===== src/rtl/alu_issue_stage_if.sv =====
// Bundle between decode / register file / writeback and the ALU issue stage.
// The stage itself uses the slave view; its environment uses the master view.
interface alu_issue_stage_if #(
  parameter int DATA_WIDTH = 64,
  parameter int REG_ADDR_W = 5
);
  logic                  id_vld;
  logic [0:31]           id_instr;
  logic [0:REG_ADDR_W-1] rf_addr_a;
  logic [0:REG_ADDR_W-1] rf_addr_b;
  logic [0:DATA_WIDTH-1] rf_data_a;
  logic [0:DATA_WIDTH-1] rf_data_b;
  logic [0:DATA_WIDTH-1] ex_fwd_data;
  logic                  ex_fwd_we;
  logic [0:REG_ADDR_W-1] ex_fwd_rd;
  logic [0:DATA_WIDTH-1] wb_data;
  logic                  wb_we;
  logic [0:REG_ADDR_W-1] wb_rd;
  logic                  stall;
  logic                  flush;
  logic                  id_ready;
  logic [0:DATA_WIDTH-1] ra;
  logic [0:DATA_WIDTH-1] rb;
  logic [0:13]           ex_alu_ctrl;
  logic [0:REG_ADDR_W-1] alu_imme;
  logic                  ex2alu_regwrite;
  logic [0:REG_ADDR_W-1] ex_rd;
  logic                  ex_vld;

  modport master (
    output id_vld, id_instr, rf_data_a, rf_data_b, ex_fwd_data, ex_fwd_we, ex_fwd_rd,
           wb_data, wb_we, wb_rd, stall, flush,
    input  rf_addr_a, rf_addr_b, id_ready, ra, rb, ex_alu_ctrl, alu_imme,
           ex2alu_regwrite, ex_rd, ex_vld
  );

  modport slave (
    input  id_vld, id_instr, rf_data_a, rf_data_b, ex_fwd_data, ex_fwd_we, ex_fwd_rd,
           wb_data, wb_we, wb_rd, stall, flush,
    output rf_addr_a, rf_addr_b, id_ready, ra, rb, ex_alu_ctrl, alu_imme,
           ex2alu_regwrite, ex_rd, ex_vld
  );
endinterface


===== src/rtl/alu_issue_stage.sv =====
// ID/EX pipeline register feeding the SIMD ALU: per-operand forwarding (EX > WB > RF),
// stall/flush control, and WB refresh of held operands while stalled.
module alu_issue_stage #(
  parameter int         DATA_WIDTH = 64,
  parameter int         REG_ADDR_W = 5,
  parameter logic [0:5] ALU_OPCODE = 6'b101010
) (
  input logic              clk,
  input logic              reset,
  alu_issue_stage_if.slave bus
);
  logic [0:5]            id_opcode;
  logic [0:5]            id_func;
  logic [0:1]            id_ww;
  logic [0:REG_ADDR_W-1] id_rd;
  logic [0:REG_ADDR_W-1] id_ra;
  logic [0:REG_ADDR_W-1] id_rb;
  logic                  id_regwrite;
  logic                  unused_instr_bits;

  assign id_opcode         = bus.id_instr[0:5];
  assign id_rd             = bus.id_instr[6:10];
  assign id_ra             = bus.id_instr[11:15];
  assign id_rb             = bus.id_instr[16:20];
  assign id_ww             = bus.id_instr[24:25];
  assign id_func           = bus.id_instr[26:31];
  assign unused_instr_bits = ^bus.id_instr[21:23];
  assign id_regwrite       = bus.id_vld && (id_opcode == ALU_OPCODE);

  assign bus.rf_addr_a = id_ra;
  assign bus.rf_addr_b = id_rb;
  assign bus.id_ready  = ~bus.stall;

  logic [0:13]           ctrl_q, ctrl_d;
  logic [0:REG_ADDR_W-1] imme_q, imme_d;
  logic [0:REG_ADDR_W-1] rd_q, rd_d;
  logic                  regwrite_q, regwrite_d;
  logic                  vld_q, vld_d;

  // Flush only kills the live/write bits; operand and control payload is left as-is.
  always_comb begin
    ctrl_d     = ctrl_q;
    imme_d     = imme_q;
    rd_d       = rd_q;
    regwrite_d = regwrite_q;
    vld_d      = vld_q;
    if (bus.flush) begin
      vld_d      = 1'b0;
      regwrite_d = 1'b0;
      rd_d       = '0;
    end else if (!bus.stall) begin
      ctrl_d     = {id_opcode, id_ww, id_func};
      imme_d     = id_rb;
      rd_d       = id_rd;
      regwrite_d = id_regwrite;
      vld_d      = bus.id_vld;
    end
  end

  always_ff @(posedge clk) begin
    if (reset) begin
      ctrl_q     <= '0;
      imme_q     <= '0;
      rd_q       <= '0;
      regwrite_q <= 1'b0;
      vld_q      <= 1'b0;
    end else begin
      ctrl_q     <= ctrl_d;
      imme_q     <= imme_d;
      rd_q       <= rd_d;
      regwrite_q <= regwrite_d;
      vld_q      <= vld_d;
    end
  end

  assign bus.ex_alu_ctrl     = ctrl_q;
  assign bus.alu_imme        = imme_q;
  assign bus.ex_rd           = rd_q;
  assign bus.ex2alu_regwrite = regwrite_q;
  assign bus.ex_vld          = vld_q;

  genvar gi;
  generate
    for (gi = 0; gi < 2; gi++) begin : g_opr
      logic [0:DATA_WIDTH-1] rf_rd;
      logic [0:DATA_WIDTH-1] opr_sel;
      logic [0:DATA_WIDTH-1] opr_q, opr_d;
      logic [0:REG_ADDR_W-1] id_src;
      logic [0:REG_ADDR_W-1] src_q, src_d;

      if (gi == 0) begin : g_a
        assign rf_rd  = bus.rf_data_a;
        assign id_src = id_ra;
        assign bus.ra = opr_q;
      end else begin : g_b
        assign rf_rd  = bus.rf_data_b;
        assign id_src = id_rb;
        assign bus.rb = opr_q;
      end

      always_comb begin
        opr_sel = rf_rd;
        if (vld_q && bus.ex_fwd_we && (bus.ex_fwd_rd == id_src)) begin
          opr_sel = bus.ex_fwd_data;
        end else if (bus.wb_we && (bus.wb_rd == id_src)) begin
          opr_sel = bus.wb_data;
        end
      end

      // While stalled the held instruction is in EX, so only a WB write can refresh it.
      always_comb begin
        opr_d = opr_q;
        src_d = src_q;
        if (bus.flush) begin
          opr_d = opr_q;
        end else if (bus.stall) begin
          if (vld_q && bus.wb_we && (bus.wb_rd == src_q)) begin
            opr_d = bus.wb_data;
          end
        end else begin
          opr_d = opr_sel;
          src_d = id_src;
        end
      end

      always_ff @(posedge clk) begin
        if (reset) begin
          opr_q <= '0;
          src_q <= '0;
        end else begin
          opr_q <= opr_d;
          src_q <= src_d;
        end
      end
    end
  endgenerate
endmodule


===== src/flat_wrapper.sv =====
// flat-port wrapper written by rule: the top's interface ports become plain ports
module alu_issue_stage_flat 
#(
  parameter int         DATA_WIDTH = 64,
  parameter int         REG_ADDR_W = 5,
  parameter logic [0:5] ALU_OPCODE = 6'b101010
)
  (clk, reset, bus_id_vld, bus_id_instr, bus_rf_data_a, bus_rf_data_b, bus_ex_fwd_data, bus_ex_fwd_we, bus_ex_fwd_rd, bus_wb_data, bus_wb_we, bus_wb_rd, bus_stall, bus_flush, bus_rf_addr_a, bus_rf_addr_b, bus_id_ready, bus_ra, bus_rb, bus_ex_alu_ctrl, bus_alu_imme, bus_ex2alu_regwrite, bus_ex_rd, bus_ex_vld);
  alu_issue_stage_if #(.DATA_WIDTH(DATA_WIDTH), .REG_ADDR_W(REG_ADDR_W)) bus_i ();
  input logic clk;
  input logic reset;
  input wire logic [$bits(bus_i.id_vld)-1:0] bus_id_vld;
  input wire logic [$bits(bus_i.id_instr)-1:0] bus_id_instr;
  input wire logic [$bits(bus_i.rf_data_a)-1:0] bus_rf_data_a;
  input wire logic [$bits(bus_i.rf_data_b)-1:0] bus_rf_data_b;
  input wire logic [$bits(bus_i.ex_fwd_data)-1:0] bus_ex_fwd_data;
  input wire logic [$bits(bus_i.ex_fwd_we)-1:0] bus_ex_fwd_we;
  input wire logic [$bits(bus_i.ex_fwd_rd)-1:0] bus_ex_fwd_rd;
  input wire logic [$bits(bus_i.wb_data)-1:0] bus_wb_data;
  input wire logic [$bits(bus_i.wb_we)-1:0] bus_wb_we;
  input wire logic [$bits(bus_i.wb_rd)-1:0] bus_wb_rd;
  input wire logic [$bits(bus_i.stall)-1:0] bus_stall;
  input wire logic [$bits(bus_i.flush)-1:0] bus_flush;
  output wire logic [$bits(bus_i.rf_addr_a)-1:0] bus_rf_addr_a;
  output wire logic [$bits(bus_i.rf_addr_b)-1:0] bus_rf_addr_b;
  output wire logic [$bits(bus_i.id_ready)-1:0] bus_id_ready;
  output wire logic [$bits(bus_i.ra)-1:0] bus_ra;
  output wire logic [$bits(bus_i.rb)-1:0] bus_rb;
  output wire logic [$bits(bus_i.ex_alu_ctrl)-1:0] bus_ex_alu_ctrl;
  output wire logic [$bits(bus_i.alu_imme)-1:0] bus_alu_imme;
  output wire logic [$bits(bus_i.ex2alu_regwrite)-1:0] bus_ex2alu_regwrite;
  output wire logic [$bits(bus_i.ex_rd)-1:0] bus_ex_rd;
  output wire logic [$bits(bus_i.ex_vld)-1:0] bus_ex_vld;
  assign bus_i.id_vld = bus_id_vld;
  assign bus_i.id_instr = bus_id_instr;
  assign bus_i.rf_data_a = bus_rf_data_a;
  assign bus_i.rf_data_b = bus_rf_data_b;
  assign bus_i.ex_fwd_data = bus_ex_fwd_data;
  assign bus_i.ex_fwd_we = bus_ex_fwd_we;
  assign bus_i.ex_fwd_rd = bus_ex_fwd_rd;
  assign bus_i.wb_data = bus_wb_data;
  assign bus_i.wb_we = bus_wb_we;
  assign bus_i.wb_rd = bus_wb_rd;
  assign bus_i.stall = bus_stall;
  assign bus_i.flush = bus_flush;
  assign bus_rf_addr_a = bus_i.rf_addr_a;
  assign bus_rf_addr_b = bus_i.rf_addr_b;
  assign bus_id_ready = bus_i.id_ready;
  assign bus_ra = bus_i.ra;
  assign bus_rb = bus_i.rb;
  assign bus_ex_alu_ctrl = bus_i.ex_alu_ctrl;
  assign bus_alu_imme = bus_i.alu_imme;
  assign bus_ex2alu_regwrite = bus_i.ex2alu_regwrite;
  assign bus_ex_rd = bus_i.ex_rd;
  assign bus_ex_vld = bus_i.ex_vld;
  alu_issue_stage #(.DATA_WIDTH(DATA_WIDTH), .REG_ADDR_W(REG_ADDR_W), .ALU_OPCODE(ALU_OPCODE)) u_core (.clk(clk), .reset(reset), .bus(bus_i));
endmodule

===== config.mk =====
export PLATFORM = sky130hd
export DESIGN_NAME = alu_issue_stage_flat
export DESIGN_NICKNAME = d
export VERILOG_FILES = /design/src/rtl/alu_issue_stage_if.sv /design/src/rtl/alu_issue_stage.sv /design/src/flat_wrapper.sv
export SDC_FILE = /design/constraint.sdc
export NUM_CORES = 1
export LEC_CHECK = 0
export ABC_AREA = 0
export BUFFER_PORTS_ARGS = -buffer_cell sky130_fd_sc_hd__buf_4
export CORE_AREA = 5 5 182 184
export CTS_CLUSTER_DIAMETER = 40
export DETAILED_ROUTE_END_ITERATION = 12
export DIE_AREA = 0 0 187 189
export PLACE_DENSITY_LB_ADDON = 0.1
export REMOVE_ABC_BUFFERS = 1
export SYNTH_ARGS = -nofsm -noshare
export SYNTH_HDL_FRONTEND = slang
export SYNTH_SLANG_ARGS = --single-unit

===== constraint.sdc =====
create_clock -name clk -period 1.6 [get_ports clk]
set_input_delay 0.32 -clock clk [delete_from_list [all_inputs] [get_ports clk]]
set_output_delay 0.32 -clock clk [all_outputs]
set_load 0.01 [all_outputs]

* Yosys cells after proc, flatten, opt, wreduce, memory -nomap -nowiden
Index checks and enable logic that the tools add are counted.
Word-level totals: ROM bits 0, bits in latches 0, output and inout port bits 165, logic and storage cells 40, memories kept 0, RAM bits 0, flip-flop bits (word level) 159
Operators by class: $mul 0, equal/unequal tests 9, reduce and logical (&&, ||, !) cells 13, shifts and indexed selects 0, bitwise gates (word level) 2, $add $sub $neg 0, order comparisons 0, div/mod/pow operators 0, muxes and demuxes 8
Operators by type and width (count):
- $mux W64 | 8
- $eq A5 B5 Y1 | 6
- $logic_and A1 B1 Y1 | 9
- $eq A6 B6 Y1 const B | 1
- $reduce_and A2 Y1 | 3
- $ne A2 B1 Y1 const B | 2
- $not A1 Y1 | 2
- $reduce_or A2 Y1 | 1

* Longest topological paths before layout
Gate-level depths: netlist of the first run.
word-level depth 5, mapped depth 8

* Worst setup path before layout of the first run
OpenSTA, ideal clock, no wires.
path kind input to register, start point input port bus_wb_rd[0], end point register u_core.g_opr[1].opr_q, in the netlist u_core.bus.rb[44], path slack -0.076 ns, arrival 1.539 ns, data required time 1.463 ns, cell stages on the path 8, library setup time 0.137 ns, cells stage by stage buf_6 xnor2_1 and4_4 buf_6 buf_2 a21boi_1 o311ai_1 a31oi_1
Between the ends: cells in the longest elaborated chain, start to end 5, elaborated cells on any way between the ends 9
RTL lines:
- start: declaration | RTL line flat_wrapper.sv:21 | input wire logic [$bits(bus_i.wb_rd)-1:0] bus_wb_rd;
- $eq A5 B5 Y1 | RTL line alu_issue_stage.sv:105 | end else if (bus.wb_we && (bus.wb_rd == id_src)) begin
- $logic_and A1 B1 Y1 | RTL line alu_issue_stage.sv:105
- $mux W64 | RTL line alu_issue_stage.sv:105
- $mux W64 | RTL line alu_issue_stage.sv:103 | if (vld_q && bus.ex_fwd_we && (bus.ex_fwd_rd == id_src)) begin
- $mux W64 | RTL line alu_issue_stage.sv:116 | end else if (bus.stall) begin
- end signal: assignment | RTL line alu_issue_stage.sv:131 | opr_q <= opr_d;
- end: declaration | RTL line alu_issue_stage.sv:87 | logic [0:DATA_WIDTH-1] opr_q, opr_d;
Several ways; a longest one is shown, not always the timed one. A chain may end at the register's enable or synchronous reset.

* Worst setup path after layout of the first run
start point register u_core.vld_q, in the netlist u_core.bus.ex_vld, end point register u_core.g_opr[0].opr_q, in the netlist u_core.bus.ra[61]
Between the ends: cells in the longest elaborated chain, start to end 4, elaborated cells on any way between the ends 8
RTL lines:
- start: declaration | RTL line alu_issue_stage.sv:38 | logic vld_q, vld_d;
- start signal: assignment | RTL line alu_issue_stage.sv:72 | vld_q <= vld_d;
- $logic_and A1 B1 Y1 (on tied branches) (2 in a row) | RTL line alu_issue_stage.sv:117, alu_issue_stage.sv:103
- $ne A2 B1 Y1 (no source line) or $mux W64 (tied branches)
- $reduce_and A2 Y1 (no source line) or $mux W64 (tied branches)
- end signal: assignment | RTL line alu_issue_stage.sv:131
- end: declaration | RTL line alu_issue_stage.sv:87
Several ways; a longest one is shown, not always the timed one.

==> results.py, run 1 <==
metrics = {
    "critical_path": {
        "crit_fanout": 7,
        "cp-start-kind": "register",
        "crit_type": "reg2reg",
        "end_kind": "register",
        "critPathRequiredTime_ns": 1.92,
        "reg2reg_depth": 8,
        "critical_path_arrival_ns": 2.08,
    },
    "clock_tree": {
        "cts_buffers": 17,
        "clock_sinks": 159,
        "cts.clk_slew.worst_paths_ns": 0.07,
        "tritoncts": "done",
        "htreeDepth": 4,
        "cts-root-buf": "clkbuf_16",
        "worstSkewPairLatency_ns": 0.44,
        "hold_buffers": 0,
        "cts_buffer_depth": 2,
    },
    "global_routing": {
        "grt_use_total": 0.278,
        "grt_max_degree": 67,
        "globalRoute.totalOverflow": 0,
        "grt_pass1_wl_um": 78100,
        "antenna_found_initial": 2,
        "first_global_vias": 13000,
    },
    "yosys": {
        "netlist_top_cells_area": "dfxtp_1, a31oi_1, o21bai_1",
        "synth_edf_count": 0,
        "syn-mean-instance-area_um2": 7.74,
        "ys_seq_elements": 159,
        "synth_most_common_cell": "dfxtp_1",
        "synth_top_area_frac": 0.297,
        "yosys_warnings": 0,
        "synthesis.area_um2": 10700,
        "ys_seq_area_frac": 0.297,
        "synthTopCellsByCount": "dfxtp_1, a31oi_1, and3_1, o21bai_1, nand2_1",
        "synth.distinct_cells": 31,
        "syn_inst": 1384,
        "synthArstFlopShare": 0,
        "ys_dominant_reg_cell": "dfxtp_1",
        "yosysTopAreaCell": "dfxtp_1",
    },
    "layout": {
        "final_area_um2": 16400,
        "postLayoutCoreUtil": 0.525,
        "area_growth_pct": 53.2,
        "fillCellCount": 3066,
        "n_antenna_cell": 0,
        "layout.cells.non_filler": 2226,
        "finalNetCount": 2116,
        "drive_gt1_frac": 0.366,
    },
    "sta": {
        "drv_slew": 0,
        "min_period_ns": 1.77,
        "slew-limit-headroom": 0.695,
        "setup_tns_ns": -10.95,
        "fin_skew_ns": 0.0118,
        "rsz0062_at_grt": "yes",
        "worstMarginPinSlew_ns": 0.455,
        "setup_ws_ns": -0.165,
        "post-route-period-util": 1.10,
        "hold_slack_ns": 0.121,
        "fmaxAchievable_mhz": 566,
        "finalSetupViolCount": 126,
        "hold_violations": 0,
    },
    "route": {
        "routed_wl_um": 52200,
        "ant_nets": 0,
        "drt-pass1-iter-count": 6,
        "drcViolationCount": 0,
        "num_vias": 13200,
        "drt_iter0_markers": 1061,
        "vias_per_cell": 5.95,
        "routedWlPerCell_um": 23.4,
    },
    "floorplan": {
        "die_w_um": 187,
        "die_area_um2": 35300,
        "pin_count": 470,
        "core_area_um2": 31200,
        "initial_utilization": 0.343,
        "rows": 65,
        "die_h_um": 189,
    },
    "placed_design": {
        "dpl_cell_area_um2": 15200,
        "place_inst": 2179,
        "gp_congestion": 0.890,
        "pre_cts_slack_ns": -0.446,
        "dpl.hpwl_um": 35500,
        "portBuffers": 466,
    },
    "flow_run": {
        "drv_cap": 0,
    },
    "power": {
        "power_switching_mw": 3.86,
        "power.internal_mw": 8.54,
        "powerDensity_nw_per_um2": 756,
        "seqPwrFrac": 0.352,
        "p_sw_frac": 0.311,
        "p_clk_frac": 0.362,
        "finalPower_mw": 12.4,
        "vdd_drop_max_uv": 772,
        "power_leakage_nw": 7.58,
        "combPwrFrac": 0.286,
    },
    "worst_hold_path": {
        "holdPathStages": 3,
        "hp-class": "in2reg",
    },
    "outcome": {
        "violations": "negative setup slack",
        "status": "complete, but fails checks",
    },
}
[power groups by stage]
stage / sequential (mW) / clock [mW] / combinational, mW
6_report: 4.37 / 4.49 / 3.54
5_1_grt: 4.39 / 4.72 / 3.77
4_1_cts: 4.36 / 4.53 / 3.47
3_5_place_dp: 4.45 / 0 / 3.36
3_3_place_gp: 4.45 / 0 / 3.35
2_1_floorplan: 4.54 / 0 / 1.12
[final cells by class]
type	count	area, um2	share of cell area
Multi-Input combinational cell	1035	6800	0.415
Sequential cell	159	3190	0.194
Timing Repair Buffer	597	5280	0.322
Clock inverter	11	156	0.00953
Clock buffer	21	470	0.0287
Inverter	1	5.00	0.000305
Tap cell	402	503	0.0307
[kinds of logic after synthesis]
| logic type | synth area share |
|---|---|
| DFF | 0.297 |
| and+or+nand+nor | 0.198 |
| muxes | 0.00561 |
| buffers and inverters | 0.0895 |
| AOI/OAI and AO/OA | 0.386 |
| xor gates and xnor gates | 0.0245 |
[registers in the layout, indices dropped and copies added, names as in the netlist]
signal,flops
u_core.bus.ra,64
u_core.bus.ex_alu_ctrl,14
u_core.bus.ex2alu_regwrite,1
u_core.bus.ex_vld,1
u_core.bus.alu_imme,5
u_core.bus.ex_rd,5
u_core.g_opr.src_q,5
u_core.bus.rb,64
[cells in the final DEF (no fill, tap or decap), drive strengths merged, types with 5 or more instances in the layout]
cell type | Yosys | layout
o31ai | 31 | 31
o311ai | 99 | 99
buf | 86 | 592
clkbuf | 103 | 26
nor2 | 77 | 77
clkinv | 1 | 5
xor2 | 18 | 18
a21boi | 128 | 128
a31oi | 157 | 157
nand3 | 99 | 99
xnor2 | 12 | 12
o21bai | 128 | 128
nand2 | 113 | 113
dfxtp | 159 | 159
and3 | 130 | 130
a21oi | 25 | 25
mux2i | 6 | 6
[path summary, 6_finish.rpt]
path / startpoint / to / slack (ns)
worst max-delay path: u_core.bus.ex_vld / u_core.bus.ra[61] / -0.17
worst min-delay path: bus_id_instr[25] / u_core.bus.ex_rd[0] / 0.12
worst max register to register: u_core.bus.ex_vld / u_core.bus.ra[61] / -0.17
worst min register to register: u_core.bus.ex_alu_ctrl[8] / u_core.bus.ex_alu_ctrl[8] / 0.46
[critical path, stage by stage, from the launching register on]
cell       delay (ns)
dfxtp_2          0.32
and3b_2          0.22
nand4_1          0.14
o31ai_4          0.28
buf_12           0.17
buf_16           0.16
buf_12           0.11
clkbuf_16        0.15
a31oi_1          0.08
[per-layer routing]
layer,share of wire,wire [um],GRT usage,vias to the layer above
met3,0.085,4420,0.0678,84
met1,0.41,21400,0.354,6310
met4,0.028,1460,0.0899,4
met2,0.48,24900,0.464,740
li1,-,-,-,6099
met5,0.00077,40,0,-
[repair_timing]
| item | in CTS | in global routing |
|---|---|---|
| resized for setup | 16 | 25 |
| cloned | 6 | 5 |
| buffers inserted | 5 | 4 |
| pin swaps | 15 | 11 |
| endpoints found under the setup margin | 128 | 128 |
No activity file was read; power rests on OpenSTA's default activity.
==> run 2: changes to the inputs <==
--- a/config.mk
+++ b/config.mk
@@ -15,2 +15,3 @@
 export REMOVE_ABC_BUFFERS = 1
+export SLEW_MARGIN = 25
 export SYNTH_ARGS = -nofsm -noshare
--- a/constraint.sdc
+++ b/constraint.sdc
@@ -3,2 +3,2 @@
 set_output_delay 0.32 -clock clk [all_outputs]
-set_load 0.01 [all_outputs]
+set_load 0.005 [all_outputs]
==> results.py, run 2 (same netlist as run 1, synthesis figures left out) <==
metrics = {
    "outcome": {
        "status": "complete, but fails checks",
        "violations": "negative setup slack",
    },
    "sta": {
        "post-route-period-util": 1.07,
        "finalSetupViolCount": 123,
        "hold_violations": 0,
        "min_period_ns": 1.71,
        "fin_skew_ns": 0.0162,
        "rsz0062_at_grt": "yes",
        "setup_ws_ns": -0.107,
        "slew-limit-headroom": 0.698,
        "fmaxAchievable_mhz": 586,
        "hold_slack_ns": 0.109,
        "drv_slew": 0,
        "setup_tns_ns": -7.03,
        "worstMarginPinSlew_ns": 0.454,
    },
    "critical_path": {
        "critical_path_arrival_ns": 2.07,
        "cp-start-kind": "register",
        "crit_type": "reg2reg",
        "r2r_end": "u_core.bus.ra[31]",
        "ff2ff_setup_slack_ns": -0.11,
        "endpoint": "u_core.bus.ra[31]",
        "regToRegStartpoint": "u_core.bus.ex_vld",
        "end_kind": "register",
        "reg2reg_depth": 8,
        "startpoint": "u_core.bus.ex_vld",
        "crit_fanout": 8,
        "critPathRequiredTime_ns": 1.96,
    },
    "route": {
        "routed_wl_um": 51900,
        "num_vias": 13200,
        "drt-pass1-iter-count": 5,
        "vias_per_cell": 5.93,
        "drt_iter0_markers": 1070,
        "routedWlPerCell_um": 23.4,
        "drcViolationCount": 0,
        "ant_nets": 0,
    },
    "power": {
        "finalPower_mw": 11.7,
        "powerDensity_nw_per_um2": 725,
        "seqPwrFrac": 0.372,
        "p_sw_frac": 0.315,
        "p_clk_frac": 0.338,
        "combPwrFrac": 0.290,
        "power.internal_mw": 8.05,
        "power_switching_mw": 3.69,
        "power_leakage_nw": 7.48,
        "vdd_drop_max_uv": 761,
    },
    "clock_tree": {
        "cts.clk_slew.worst_paths_ns": 0.07,
        "cts-root-buf": "clkbuf_16",
        "cts_buffer_depth": 2,
        "clock_sinks": 159,
        "hold_buffers": 0,
        "htreeDepth": 4,
        "tritoncts": "done",
        "cts_buffers": 17,
        "worstSkewPairLatency_ns": 0.44,
    },
    "layout": {
        "final_common_cell": "buf_4",
        "finalNetCount": 2112,
        "area_growth_pct": 51.2,
        "n_antenna_cell": 0,
        "layout_common_cells": "buf_4, dfxtp_1, a31oi_1, and3_1, o21bai_1",
        "drive_gt1_frac": 0.359,
    },
    "global_routing": {
        "first_global_vias": 13100,
        "grt_pass1_wl_um": 78000,
        "grt_max_degree": 67,
        "globalRoute.totalOverflow": 0,
        "antenna_found_initial": 1,
        "grt_use_total": 0.277,
    },
    "floorplan": {
        "core_area_um2": 31200,
        "rows": 65,
        "die_w_um": 187,
        "die_area_um2": 35300,
        "initial_utilization": 0.343,
        "die_h_um": 189,
        "pin_count": 470,
    },
    "worst_hold_path": {
        "hp-class": "in2reg",
        "min_from": "bus_id_instr[25]",
    },
    "placed_design": {
        "dpl.hpwl_um": 35600,
        "portBuffers": 466,
        "gp_congestion": 0.883,
    },
    "flow_run": {
        "drv_cap": 0,
    },
}
## run 2: worst min path at each step
| stage | end | slack, ns | cells after the start |
|---|---|---|---|
| floorplan | u_core.bus.alu_imme[0] | 0.39 | 1 |
| global placement | u_core.bus.ex_alu_ctrl[12] | 0.44 | 2 |
| detailed placement | u_core.bus.ex_alu_ctrl[10] | 0.45 | 2 |
| CTS | u_core.bus.ex_rd[0] | 0.09 | 3 |
| global route | u_core.bus.ex_rd[4] | 0.11 | 3 |
| finish | u_core.bus.ex_rd[0] | 0.11 | 3 |
## run 2: metal layers
| metal | up-vias | wire length [um] | share of wire | global-route usage |
|---|---|---|---|---|
| met3 | 87 | 4300 | 0.083 | 0.0645 |
| met4 | 2 | 1430 | 0.028 | 0.0882 |
| met2 | 698 | 24600 | 0.47 | 0.467 |
| met5 | - | 13 | 0.00025 | 0 |
| li1 | 6077 | - | - | - |
| met1 | 6301 | 21500 | 0.41 | 0.352 |
## run 2: through the flow
step	instances	util	area, um2	worst slack, ns
final	2221	0.519	16200	-0.107
after global routing	2221	0.519	16200	-0.203
after CTS	2223	0.517	16200	-0.130
after detailed placement	2178	0.488	15200	-0.468
after global placement	2178	0.488	15200	-0.434
after floorplan	1195	-	9750	-6.62
## run 2: final cells by class
| cell class | instances | area [um2] |
|---|---|---|
| fill | 3070 | 15000 |
| multi-input combinational | 1035 | 6780 |
| timing repair buffer | 593 | 5190 |
| sequential | 159 | 3190 |
| tap | 402 | 503 |
| clock buffer | 22 | 444 |
| clock inverter | 9 | 90.1 |
| inverter | 1 | 5.00 |
## run 2: power by group through the flow
stage	registers (mW)	clock network, mW	logic [mW]
2_1_floorplan	4.45	0	1.12
3_3_place_gp	4.45	0	3.24
3_5_place_dp	4.45	0	3.25
4_1_cts	4.36	4.00	3.38
5_1_grt	4.39	4.17	3.63
6_report	4.37	3.97	3.40
## run 2: worst max-delay path: stages (launching register included)
cell      delay, ns
dfxtp_2        0.33
and3b_2        0.21
nand4_1        0.14
o31ai_4        0.28
buf_6          0.17
buf_12         0.15
buf_12         0.14
o21bai_1       0.06
a31oi_1        0.15
## run 2: timing repair
item	in CTS	in global routing
setup endpoints to repair	128	128
cloned	7	3
hold endpoints to repair	0	0
resized for setup	25	14
setup buffers	7	0
pin swaps	22	0
